## src/rtl/alu_rs_pkg.sv

```systemverilog
// Shared types and constants for the ALU reservation station.
//   ROB_WIDTH   : width of reorder-buffer tags
//   OPC_*       : RV32I opcodes of the instruction classes routed to this RS
//   rob_tag_t   : ROB tag type
//   cdb_t       : one result broadcast (valid, tag, value)
//   rs_entry_t  : one reservation-station slot
//   operand_t   : operand value plus its ready flag
//   snoop()     : resolves a not-yet-ready operand against both broadcasts
package alu_rs_pkg;

    localparam int ROB_WIDTH = 4;

    localparam logic [6:0] OPC_OP     = 7'b0110011;
    localparam logic [6:0] OPC_OP_IMM = 7'b0010011;
    localparam logic [6:0] OPC_AUIPC  = 7'b0010111;
    localparam logic [6:0] OPC_JAL    = 7'b1101111;
    localparam logic [6:0] OPC_BRANCH = 7'b1100011;

    typedef logic [ROB_WIDTH-1:0] rob_tag_t;

    typedef struct packed {
        logic        valid;
        rob_tag_t    tag;
        logic [31:0] val;
    } cdb_t;

    typedef struct packed {
        logic        busy;
        logic [6:0]  opcode;
        logic [2:0]  precise;
        logic        more_precise;
        logic [31:0] imm;
        logic [31:0] pc;
        rob_tag_t    rob_entry;
        logic [31:0] vj;
        logic [31:0] vk;
        logic        j_ready;
        logic        k_ready;
        rob_tag_t    qj;
        rob_tag_t    qk;
    } rs_entry_t;

    typedef struct packed {
        logic        ready;
        logic [31:0] val;
    } operand_t;

    // An already-ready operand passes through untouched. Otherwise the ALU
    // broadcast is checked first; the two units never complete the same tag
    // in one cycle, so the order only matters for malformed traffic.
    function automatic operand_t snoop(input logic        ready,
                                       input logic [31:0] val,
                                       input rob_tag_t    q,
                                       input cdb_t        alu,
                                       input cdb_t        lsb);
        operand_t r;
        r.ready = ready;
        r.val   = val;
        if (!ready) begin
            if (alu.valid && alu.tag == q) begin
                r.ready = 1'b1;
                r.val   = alu.val;
            end else if (lsb.valid && lsb.tag == q) begin
                r.ready = 1'b1;
                r.val   = lsb.val;
            end
        end
        return r;
    endfunction

endpackage

```

## src/rtl/alu_rs_if.sv

```systemverilog
// Bus bundle between dispatcher / CDB / ALU and the reservation station.
//   in_*        : dispatched instruction (in_config = insert strobe)
//   alu_*, lsb_*: result broadcasts snooped for operand wakeup
//   out_full    : no free slot this cycle
//   out_*       : registered issue bus to the ALU (out_config = issue strobe)
// modport master: dispatcher/CDB/ALU side; modport slave: reservation station.
interface alu_rs_if;
    import alu_rs_pkg::*;

    logic        in_config;
    logic [6:0]  in_opcode;
    logic [2:0]  in_precise;
    logic        in_more_precise;
    logic [31:0] in_imm;
    logic [31:0] in_PC;
    rob_tag_t    in_rob_entry;
    logic [31:0] in_Vj;
    logic [31:0] in_Vk;
    logic        in_j_ready;
    logic        in_k_ready;
    rob_tag_t    in_Qj;
    rob_tag_t    in_Qk;

    logic        alu_config;
    logic [31:0] alu_val;
    rob_tag_t    alu_rob_entry;
    logic        lsb_config;
    logic [31:0] lsb_val;
    rob_tag_t    lsb_rob_entry;

    logic        out_full;
    logic        out_config;
    logic [31:0] out_a;
    logic [31:0] out_b;
    logic [31:0] out_PC;
    logic [31:0] out_imm;
    logic [6:0]  out_opcode;
    logic [2:0]  out_precise;
    logic        out_more_precise;
    rob_tag_t    out_rob_entry;

    modport master (
        output in_config, in_opcode, in_precise, in_more_precise, in_imm, in_PC,
               in_rob_entry, in_Vj, in_Vk, in_j_ready, in_k_ready, in_Qj, in_Qk,
               alu_config, alu_val, alu_rob_entry,
               lsb_config, lsb_val, lsb_rob_entry,
        input  out_full, out_config, out_a, out_b, out_PC, out_imm,
               out_opcode, out_precise, out_more_precise, out_rob_entry
    );

    modport slave (
        input  in_config, in_opcode, in_precise, in_more_precise, in_imm, in_PC,
               in_rob_entry, in_Vj, in_Vk, in_j_ready, in_k_ready, in_Qj, in_Qk,
               alu_config, alu_val, alu_rob_entry,
               lsb_config, lsb_val, lsb_rob_entry,
        output out_full, out_config, out_a, out_b, out_PC, out_imm,
               out_opcode, out_precise, out_more_precise, out_rob_entry
    );

endinterface

```

## src/rtl/rs_prio_enc.sv

```systemverilog
// Lowest-set-bit priority encoder.
//   req_i   : request vector, bit 0 has highest priority
//   idx_o   : index of the lowest set bit (0 when none set)
//   found_o : at least one bit set
module rs_prio_enc #(
    parameter int N = 8,
    parameter int W = $clog2(N)
) (
    input  logic [N-1:0] req_i,
    output logic [W-1:0] idx_o,
    output logic         found_o
);

    // Scan downwards so the last hit written is the lowest index.
    always_comb begin
        idx_o   = '0;
        found_o = 1'b0;
        for (int i = N - 1; i >= 0; i--) begin
            if (req_i[i]) begin
                idx_o   = W'(i);
                found_o = 1'b1;
            end
        end
    end

endmodule

```

## src/rtl/alu_rs.sv

```systemverilog
// ALU reservation station. Holds dispatched integer/branch/JAL/AUIPC
// instructions until both operands are known, snooping the ALU and LSB
// broadcasts, and issues at most one ready entry per cycle onto a registered
// ALU input bus.
//   clk, rst        : clock, synchronous active-high reset
//   rdy             : global enable; everything holds while low
//   rollback_config : flush all entries (mispredict)
//   bus             : alu_rs_if.slave (dispatch, broadcasts, issue, out_full)
module alu_rs
    import alu_rs_pkg::*;
#(
    parameter int RS_SIZE = 8
) (
    input  logic     clk,
    input  logic     rst,
    input  logic     rdy,
    input  logic     rollback_config,
    alu_rs_if.slave  bus
);

    localparam int IDXW = $clog2(RS_SIZE);

    rs_entry_t ent_q [RS_SIZE];
    rs_entry_t ent_d [RS_SIZE];

    logic [RS_SIZE-1:0] free_vec;
    logic [RS_SIZE-1:0] ready_vec;
    logic [IDXW-1:0]    free_idx;
    logic [IDXW-1:0]    issue_idx;
    logic               free_found;
    logic               issue_found;
    logic               ins_en;

    cdb_t      alu_cdb;
    cdb_t      lsb_cdb;
    operand_t  in_j;
    operand_t  in_k;
    rs_entry_t in_ent;

    logic        out_config_q;
    logic [31:0] out_a_q;
    logic [31:0] out_b_q;
    logic [31:0] out_pc_q;
    logic [31:0] out_imm_q;
    logic [6:0]  out_opcode_q;
    logic [2:0]  out_precise_q;
    logic        out_more_precise_q;
    rob_tag_t    out_rob_entry_q;

    assign alu_cdb = {bus.alu_config, bus.alu_rob_entry, bus.alu_val};
    assign lsb_cdb = {bus.lsb_config, bus.lsb_rob_entry, bus.lsb_val};

    // Both selections look only at registered state, so an entry woken or
    // inserted this cycle cannot issue until next cycle, and a slot emptied
    // by this cycle's issue is not visible as free until next cycle.
    for (genvar gi = 0; gi < RS_SIZE; gi++) begin : g_vec
        assign free_vec[gi]  = ~ent_q[gi].busy;
        assign ready_vec[gi] = ent_q[gi].busy & ent_q[gi].j_ready & ent_q[gi].k_ready;
    end

    rs_prio_enc #(.N(RS_SIZE)) u_free_sel (
        .req_i   (free_vec),
        .idx_o   (free_idx),
        .found_o (free_found)
    );

    rs_prio_enc #(.N(RS_SIZE)) u_issue_sel (
        .req_i   (ready_vec),
        .idx_o   (issue_idx),
        .found_o (issue_found)
    );

    assign bus.out_full = ~free_found;
    // An insert while full has nowhere to go and is silently dropped.
    assign ins_en       = bus.in_config & free_found;

    // Incoming instruction, with same-cycle broadcast bypass on its operands.
    always_comb begin
        in_j = snoop(bus.in_j_ready, bus.in_Vj, bus.in_Qj, alu_cdb, lsb_cdb);
        in_k = snoop(bus.in_k_ready, bus.in_Vk, bus.in_Qk, alu_cdb, lsb_cdb);
        in_ent              = '0;
        in_ent.busy         = 1'b1;
        in_ent.opcode       = bus.in_opcode;
        in_ent.precise      = bus.in_precise;
        in_ent.more_precise = bus.in_more_precise;
        in_ent.imm          = bus.in_imm;
        in_ent.pc           = bus.in_PC;
        in_ent.rob_entry    = bus.in_rob_entry;
        in_ent.vj           = in_j.val;
        in_ent.j_ready      = in_j.ready;
        in_ent.vk           = in_k.val;
        in_ent.k_ready      = in_k.ready;
        in_ent.qj           = bus.in_Qj;
        in_ent.qk           = bus.in_Qk;
    end

    // Per-slot next state: wakeup, issue release, insert. Insert only targets
    // a free slot and issue only a busy one, so the two never collide.
    always_comb begin
        for (int i = 0; i < RS_SIZE; i++) begin
            ent_d[i] = ent_q[i];
            if (ent_q[i].busy) begin
                {ent_d[i].j_ready, ent_d[i].vj} =
                    snoop(ent_q[i].j_ready, ent_q[i].vj, ent_q[i].qj, alu_cdb, lsb_cdb);
                {ent_d[i].k_ready, ent_d[i].vk} =
                    snoop(ent_q[i].k_ready, ent_q[i].vk, ent_q[i].qk, alu_cdb, lsb_cdb);
            end
            if (issue_found && issue_idx == IDXW'(i)) begin
                ent_d[i].busy = 1'b0;
            end
            if (ins_en && free_idx == IDXW'(i)) begin
                ent_d[i] = in_ent;
            end
        end
    end

    always_ff @(posedge clk) begin
        if (rst || rollback_config) begin
            for (int i = 0; i < RS_SIZE; i++) begin
                ent_q[i].busy <= 1'b0;
            end
            out_config_q       <= 1'b0;
            out_a_q            <= '0;
            out_b_q            <= '0;
            out_pc_q           <= '0;
            out_imm_q          <= '0;
            out_opcode_q       <= '0;
            out_precise_q      <= '0;
            out_more_precise_q <= 1'b0;
            out_rob_entry_q    <= '0;
        end else if (rdy) begin
            ent_q <= ent_d;
            if (issue_found) begin
                out_config_q       <= 1'b1;
                out_a_q            <= ent_q[issue_idx].vj;
                out_b_q            <= ent_q[issue_idx].vk;
                out_pc_q           <= ent_q[issue_idx].pc;
                out_imm_q          <= ent_q[issue_idx].imm;
                out_opcode_q       <= ent_q[issue_idx].opcode;
                out_precise_q      <= ent_q[issue_idx].precise;
                out_more_precise_q <= ent_q[issue_idx].more_precise;
                out_rob_entry_q    <= ent_q[issue_idx].rob_entry;
            end else begin
                // Data outputs keep their last value; only the strobe drops.
                out_config_q <= 1'b0;
            end
        end
    end

    assign bus.out_config       = out_config_q;
    assign bus.out_a            = out_a_q;
    assign bus.out_b            = out_b_q;
    assign bus.out_PC           = out_pc_q;
    assign bus.out_imm          = out_imm_q;
    assign bus.out_opcode       = out_opcode_q;
    assign bus.out_precise      = out_precise_q;
    assign bus.out_more_precise = out_more_precise_q;
    assign bus.out_rob_entry    = out_rob_entry_q;

endmodule

```

## src/flat_wrapper.sv

```systemverilog
// flat-port wrapper written by rule: the top's interface ports become plain ports
module alu_rs_flat import alu_rs_pkg::*;
#(
    parameter int RS_SIZE = 8
)
  (clk, rst, rdy, rollback_config, bus_in_config, bus_in_opcode, bus_in_precise, bus_in_more_precise, bus_in_imm, bus_in_PC, bus_in_rob_entry, bus_in_Vj, bus_in_Vk, bus_in_j_ready, bus_in_k_ready, bus_in_Qj, bus_in_Qk, bus_alu_config, bus_alu_val, bus_alu_rob_entry, bus_lsb_config, bus_lsb_val, bus_lsb_rob_entry, bus_out_full, bus_out_config, bus_out_a, bus_out_b, bus_out_PC, bus_out_imm, bus_out_opcode, bus_out_precise, bus_out_more_precise, bus_out_rob_entry);
  alu_rs_if bus_i ();
  input  logic clk;
  input  logic rst;
  input  logic rdy;
  input  logic rollback_config;
  input wire logic [$bits(bus_i.in_config)-1:0] bus_in_config;
  input wire logic [$bits(bus_i.in_opcode)-1:0] bus_in_opcode;
  input wire logic [$bits(bus_i.in_precise)-1:0] bus_in_precise;
  input wire logic [$bits(bus_i.in_more_precise)-1:0] bus_in_more_precise;
  input wire logic [$bits(bus_i.in_imm)-1:0] bus_in_imm;
  input wire logic [$bits(bus_i.in_PC)-1:0] bus_in_PC;
  input wire logic [$bits(bus_i.in_rob_entry)-1:0] bus_in_rob_entry;
  input wire logic [$bits(bus_i.in_Vj)-1:0] bus_in_Vj;
  input wire logic [$bits(bus_i.in_Vk)-1:0] bus_in_Vk;
  input wire logic [$bits(bus_i.in_j_ready)-1:0] bus_in_j_ready;
  input wire logic [$bits(bus_i.in_k_ready)-1:0] bus_in_k_ready;
  input wire logic [$bits(bus_i.in_Qj)-1:0] bus_in_Qj;
  input wire logic [$bits(bus_i.in_Qk)-1:0] bus_in_Qk;
  input wire logic [$bits(bus_i.alu_config)-1:0] bus_alu_config;
  input wire logic [$bits(bus_i.alu_val)-1:0] bus_alu_val;
  input wire logic [$bits(bus_i.alu_rob_entry)-1:0] bus_alu_rob_entry;
  input wire logic [$bits(bus_i.lsb_config)-1:0] bus_lsb_config;
  input wire logic [$bits(bus_i.lsb_val)-1:0] bus_lsb_val;
  input wire logic [$bits(bus_i.lsb_rob_entry)-1:0] bus_lsb_rob_entry;
  output wire logic [$bits(bus_i.out_full)-1:0] bus_out_full;
  output wire logic [$bits(bus_i.out_config)-1:0] bus_out_config;
  output wire logic [$bits(bus_i.out_a)-1:0] bus_out_a;
  output wire logic [$bits(bus_i.out_b)-1:0] bus_out_b;
  output wire logic [$bits(bus_i.out_PC)-1:0] bus_out_PC;
  output wire logic [$bits(bus_i.out_imm)-1:0] bus_out_imm;
  output wire logic [$bits(bus_i.out_opcode)-1:0] bus_out_opcode;
  output wire logic [$bits(bus_i.out_precise)-1:0] bus_out_precise;
  output wire logic [$bits(bus_i.out_more_precise)-1:0] bus_out_more_precise;
  output wire logic [$bits(bus_i.out_rob_entry)-1:0] bus_out_rob_entry;
  assign bus_i.in_config = bus_in_config;
  assign bus_i.in_opcode = bus_in_opcode;
  assign bus_i.in_precise = bus_in_precise;
  assign bus_i.in_more_precise = bus_in_more_precise;
  assign bus_i.in_imm = bus_in_imm;
  assign bus_i.in_PC = bus_in_PC;
  assign bus_i.in_rob_entry = bus_in_rob_entry;
  assign bus_i.in_Vj = bus_in_Vj;
  assign bus_i.in_Vk = bus_in_Vk;
  assign bus_i.in_j_ready = bus_in_j_ready;
  assign bus_i.in_k_ready = bus_in_k_ready;
  assign bus_i.in_Qj = bus_in_Qj;
  assign bus_i.in_Qk = bus_in_Qk;
  assign bus_i.alu_config = bus_alu_config;
  assign bus_i.alu_val = bus_alu_val;
  assign bus_i.alu_rob_entry = bus_alu_rob_entry;
  assign bus_i.lsb_config = bus_lsb_config;
  assign bus_i.lsb_val = bus_lsb_val;
  assign bus_i.lsb_rob_entry = bus_lsb_rob_entry;
  assign bus_out_full = bus_i.out_full;
  assign bus_out_config = bus_i.out_config;
  assign bus_out_a = bus_i.out_a;
  assign bus_out_b = bus_i.out_b;
  assign bus_out_PC = bus_i.out_PC;
  assign bus_out_imm = bus_i.out_imm;
  assign bus_out_opcode = bus_i.out_opcode;
  assign bus_out_precise = bus_i.out_precise;
  assign bus_out_more_precise = bus_i.out_more_precise;
  assign bus_out_rob_entry = bus_i.out_rob_entry;
  alu_rs #(.RS_SIZE(RS_SIZE)) u_core (.clk(clk), .rst(rst), .rdy(rdy), .rollback_config(rollback_config), .bus(bus_i));
endmodule
```

## config.mk

```make
export PLATFORM = sky130hd
export DESIGN_NAME = alu_rs_flat
export DESIGN_NICKNAME = d
export VERILOG_FILES = /design/src/rtl/alu_rs_pkg.sv /design/src/rtl/alu_rs_if.sv /design/src/rtl/rs_prio_enc.sv /design/src/rtl/alu_rs.sv /design/src/flat_wrapper.sv
export SDC_FILE = /design/constraint.sdc
export NUM_CORES = 2
export LEC_CHECK = 0
export ABC_CLOCK_PERIOD_IN_PS = 14400
export CORE_MARGIN = 4
export CORE_UTILIZATION = 50
export DETAILED_ROUTE_END_ITERATION = 12
export PLACE_DENSITY = 0.71
export SLEW_MARGIN = 10
export SYNTH_ARGS = -nofsm -noshare
export SYNTH_HDL_FRONTEND = slang
export SYNTH_SLANG_ARGS = --single-unit
```

## constraint.sdc

```tcl
create_clock -name clk -period 14.4 [get_ports clk]
set_clock_uncertainty 0.2 [all_clocks]
set_input_delay 4.32 -clock clk [delete_from_list [all_inputs] [get_ports clk]]
set_output_delay 4.32 -clock clk [all_outputs]
set_load 0.05 [all_outputs]
```

; Yosys cells after proc, flatten, opt, wreduce, memory -nomap -nowiden
; Cells that the tools add are included.
[totals]
word_cells = 442
register_bits = 1376
[classes]
order_cmp = 1
n_bitwise = 20
reduce_logical = 128
mux = 114
eq_ne = 66
[ops]
columns = cell, n
row1 = $mux W33, 54
row2 = $mux W154, 8
row3 = $mux W66, 8
row4 = $bmux W154 S3, 1
row5 = $mux W153, 2
row6 = $eq A4 B4 Y1, 36
row7 = $reduce_and A5 Y1, 16
row8 = $logic_and A1 B1 Y1, 52
row9 = $mux W3, 16
row10 = $reduce_and A3 Y1, 16
row11 = $reduce_bool A3 Y1, 16
row12 = $ne A2 B2 Y1 const B, 16
row13 = $reduce_bool A2 Y1, 16
row14 = $mux W1, 25
row15 = $eq A3 B3 Y1 const B, 8
row16 = $reduce_and A2 Y1, 9
row17 = $and A1 B1 Y1, 17
row18 = $eq A3 B2 Y1 const B, 4
row19 = $eq A3 B1 Y1 const B, 2
row20 = $logic_not A3 Y1, 2
row21 = $ge A4 B4 Y1 const B, 1
row22 = $not A3 Y4, 1
row23 = $not A1 Y1, 2
row24 = $logic_or A1 B1 Y1, 1

; Depth between registers and ports, before layout
[depth]
depth_word = 14
depth_mapped = 11
mapped_depth_nobuf = 6

; By module
; Synthesis repeated with hierarchy kept, for this count alone.
[unflattened]
hier_cells = 4519
area_unflattened_um2 = 63500.9
[modules_own_cells]
columns = module, cells_per_inst, area_each_um2, n_inst
row1 = alu_rs, 4493, 63340.7, 1
row2 = rs_prio_enc, 13, 80.1, 2

; Worst setup path after synthesis
; No wires, ideal clock.
[synth_path]
path_kind = in2reg
startpoint = input port rdy
endpoint = register u_core.ent_q[308] in the netlist's numbering (enable)
arrival_time_ps = 13407
required_ps = 13454
cell_stages = 5
path_slack_ps = 46
n_path_buf = 3
setup_ps = 746
cell_sequence = buf_2 -> or3b_1 -> buf_4 -> clkbuf_1 -> nor4_1
[synth_between]
elab_chain_len = 1
[synth_rtl]
columns = item, line_no
row1 = "start, declared", flat_wrapper.sv:10  ; input logic rdy;
row2 = $reduce_and A3 Y1 (no line), n/a
row3 = "end signal, assigned", alu_rs.sv:132  ; ent_q <= ent_d;
row4 = "end, declared", alu_rs.sv:23  ; rs_entry_t ent_q [RS_SIZE];
; Every way passes these cells.
; A chain may end at the register's enable or synchronous reset.

; Final worst setup path
[layout_path]
startpoint = input port bus_alu_config
endpoint = register u_core.ent_q[501] in the netlist's numbering (enable)
[layout_between]
elab_chain_len = 3
[layout_rtl]
columns = item, line_no
row1 = "start, declared", flat_wrapper.sv:25  ; input wire logic [$bits(bus_i.alu_config)-1:0] bus_alu_config;
row2 = $logic_and A1 B1 Y1, alu_rs_pkg.sv:60  ; if (alu.valid && alu.tag == q) begin
row3 = $reduce_bool A3 Y1 (no line), n/a
row4 = $reduce_and A5 Y1 (no line), n/a
; Every way passes these cells.

==> flow_metrics.env <==
export IMPL_hold_buffers=0
export IMPL_post_cts_buffers=0
export IMPL_worstPathMaxFanout=34
export IMPL_layout_common_cells="edfxtp_1, mux2i_1, o31ai_1, o21ai_0, clkdlybuf4s50_1"
export IMPL_drive_gt1_share_pct=8.09
export IMPL_syn_inst=5559
export IMPL_synth_avg_cell_area_um2=12.0
export IMPL_gp_congestion=0.887
export IMPL_fin_crit_sh_pct=57.1
export IMPL_finalCriticalPeriod_ps=8220
export IMPL_r2r_start="u_core.ent_q[923]"
export IMPL_async_reset_ff_share_pct=0
export IMPL_cts_made_buffers=146
export IMPL_synth_seq_cells=1376
export IMPL_clock_power_share_pct=43.9
export IMPL_drtAntennaViolNets=0
export IMPL_swShare_pct=22.8
export IMPL_yosysUniqueCellTypes=57
export IMPL_holdPathStages=2
export IMPL_cts_tree="built"
export IMPL_hpwl_um=131000
export IMPL_global_route_usage_total_pct=32.2
export IMPL_power_frac_comb_pct=5.6
export IMPL_pwr_share_seq_pct=50.6
export IMPL_r2r_end="u_core.bus.out_imm[31]"
export IMPL_ctsResizeCount=0
export IMPL_syn_cell_area_um2=66700
export IMPL_grt_pass1_wl_um=337000
export IMPL_ctsHtreeMaxLevel=4
export IMPL_max_stage_delay_ps=1080
export IMPL_finalHoldViolations=0
export IMPL_cp_num_buf_inv=2
export IMPL_fp_dieH_um=373
export IMPL_hold_class="reg -> reg"
export IMPL_grt_max_degree=150
export IMPL_grt_busiest_layer="met2"
export IMPL_fin_cells=7489
export IMPL_setup_tns_ps=0
export IMPL_nets=5831
export IMPL_rsz0062_at_grt="false"
export IMPL_p_per_area_nw_per_um2=112
export IMPL_hp_start="u_core.bus.out_imm[25]"
export IMPL_core_um2=132000
export IMPL_path_cells="clkdlybuf4s50_1, nand2_1, nor4_2, buf_4, o21bai_4, nor2_1, o21a_2"
export IMPL_antenna_found_initial=16
export IMPL_fp_row_count=133
export IMPL_vias_per_cell=6.88
export IMPL_worstSetupEndpointType="register"
export IMPL_yosysWarnings=0
export IMPL_whs_ps=291
export IMPL_cp_start_kind="input pin"
export IMPL_outcome="complete, no violations"
export IMPL_crit_path_top_delay_cell="clkdlybuf4s50_1"
export IMPL_critical_path_required_ps=14600
export IMPL_seq_area_frac_synth_pct=59.6
export IMPL_crit_start="bus_alu_config"
export IMPL_wl_per_cell_um=31.3
export IMPL_synth_edf_count=1224
export IMPL_io_pins=377
export IMPL_p_leak_nw=25.1
export IMPL_final_common_cell="edfxtp_1"
export IMPL_clock_latency_ps=800
export IMPL_regToRegSetupSlack_ps=9390
export IMPL_cpLargestDelayFamily="buffers and inverters"
export IMPL_totalWireLength_um=235000
export IMPL_clockBufferDepth=3
export IMPL_drv_slew=0
export IMPL_grt_overflow_total=0
export IMPL_crit_arrival_ps=8410
export IMPL_areaGrowthSynthToFinish_pct=14.4
export IMPL_root_buffer="clkbuf_16"
export IMPL_finalSetupViolations=0
export IMPL_use_met1_pct=42.3
export IMPL_die_width_um=373
export IMPL_drtPass1Iterations=7
export IMPL_drc=0
export IMPL_grt_pass1_vias=50400
export IMPL_switchingPower_mw=1.96
export IMPL_vias=51500
export IMPL_reg2reg_depth=7
export IMPL_p_int_mw=6.62
export IMPL_dp_cells=7206
export IMPL_die_area_um2=139000
export IMPL_cts_sinks=1376
export IMPL_holdPathEnd="u_core.bus.out_imm[25]"
export IMPL_fmax_mhz=122
export IMPL_io_buffers=376
export IMPL_met3_usage_pct=8.38
export IMPL_relSlewSlack_pct=9.07
export IMPL_grt_use_met2_pct=50.0
export IMPL_synth_main_ff_cell="edfxtp_1"
export IMPL_cts_clk_slew_worst_paths_ps=60
export IMPL_max_cap_viol_count=0
export IMPL_worstMarginPinSlew_ps=1360
export IMPL_ir_drop_uv=109
export IMPL_crit_type="in -> reg"
export IMPL_start_util_pct=50.6
export IMPL_synthesis_nets=5791
export IMPL_drt_iter0_drc=7738
## state kept, by name (all words and copies together), names as in the netlist
register	cells
u_core.bus.out_config	1
u_core.bus.out_PC	32
u_core.bus.out_imm	32
u_core.bus.out_opcode	7
u_core.bus.out_more_precise	1
u_core.bus.out_a	32
u_core.bus.out_b	32
u_core.bus.out_rob_entry	4
u_core.bus.out_precise	3
u_core.ent_q	1232
## worst max-delay path by stage
stage / end / slack [ps] / cells after the start
after floorplan: u_core.ent_q[308] / 50 / 5
after global placement: u_core.ent_q[61] / 5560 / 7
after detailed placement: u_core.ent_q[65] / 5500 / 7
after CTS: u_core.ent_q[48] / 6330 / 7
after global routing: u_core.ent_q[47] / 6200 / 7
final: u_core.ent_q[501] / 6180 / 7
## cell families (layout without fill, tap and decap cells)
| group | count (synthesis) | count (layout) | share of synthesized area [%] |
|---|---|---|---|
| compound gates | 1988 | 1988 | 18.8 |
| simple gates | 751 | 751 | 5.56 |
| xor+xnor | 144 | 144 | 1.89 |
| other cells | 0 | 13 | 0 |
| mux | 658 | 658 | 9.87 |
| buf+inv | 642 | 804 | 4.27 |
| flops | 1376 | 1376 | 59.6 |
## cells in the mapped netlist (3+ instances only)
cell	number	area, um2
a21boi_0	32	240
a21o_1	42	315
a21o_2	3	26.3
a21oi_1	364	1820
a221oi_1	30	263
a22o_1	166	1450
a22o_2	10	100
a22oi_1	62	465
and2_1	5	31.3
and3_1	9	56.3
and3b_1	27	236
buf_1	26	97.6
buf_2	161	806
buf_4	54	405
buf_6	3	33.8
clkbuf_1	383	1440
clkbuf_2	3	15.0
clkbuf_4	3	22.5
dfxtp_1	152	3040
edfxtp_1	1224	36800
inv_1	9	33.8
mux2i_1	658	6590
nand2_1	306	1150
nand3_1	126	631
nand4_1	6	37.5
nor2_1	45	169
nor3_1	50	250
nor4_1	45	282
o211ai_1	31	233
o21a_1	17	128
o21ai_0	459	2300
o21ai_1	244	1220
o21bai_1	16	120
o22ai_1	32	200
o31ai_1	473	3550
or3_1	114	713
xnor2_1	48	420
xor2_1	96	841
## power by group through the flow
stage / clock [mW] / sequential (mW) / combinational [mW]
6_report: 3.76 / 4.34 / 0.477
5_1_grt: 3.96 / 4.34 / 0.492
4_1_cts: 3.78 / 4.34 / 0.458
3_5_place_dp: 0 / 4.42 / 0.456
3_3_place_gp: 0 / 4.42 / 0.446
2_1_floorplan: 0 / 4.43 / 0.236
## metrics by stage
step	area (um2)	utilization, %	worst slack (ps)	power [mW]
finish	76300	57.9	6180	8.58
global route	76300	57.8	6200	8.79
detailed placement	71600	54.2	5500	4.88
floorplan	66700	-	46.3	4.66
CTS	76300	57.8	6330	8.57
global placement	71600	54.2	5560	4.87
## area by class of cell
class / instances / area (um2)
fill: 10500 / 55600
tap: 1755 / 2200
timing repair buffer: 525 / 4940
clock buffer: 204 / 4010
sequential: 1376 / 39800
antenna: 13 / 32.5
inverter: 9 / 33.8
multi-input combinational: 3541 / 24600
clock inverter: 66 / 724
## worst min-delay path: stages, from the launching register on
cell and delay (ps):
dfxtp_1 320, nand2_1 60, o211ai_1 80
## metal layers
metal / routed length, um / up-vias
met5: 23 / -
met4: 11900 / 4
met3: 29700 / 824
met2: 106000 / 3910
met1: 87000 / 25300
li1: - / 21500
Power figures use the tool's default switching activity.
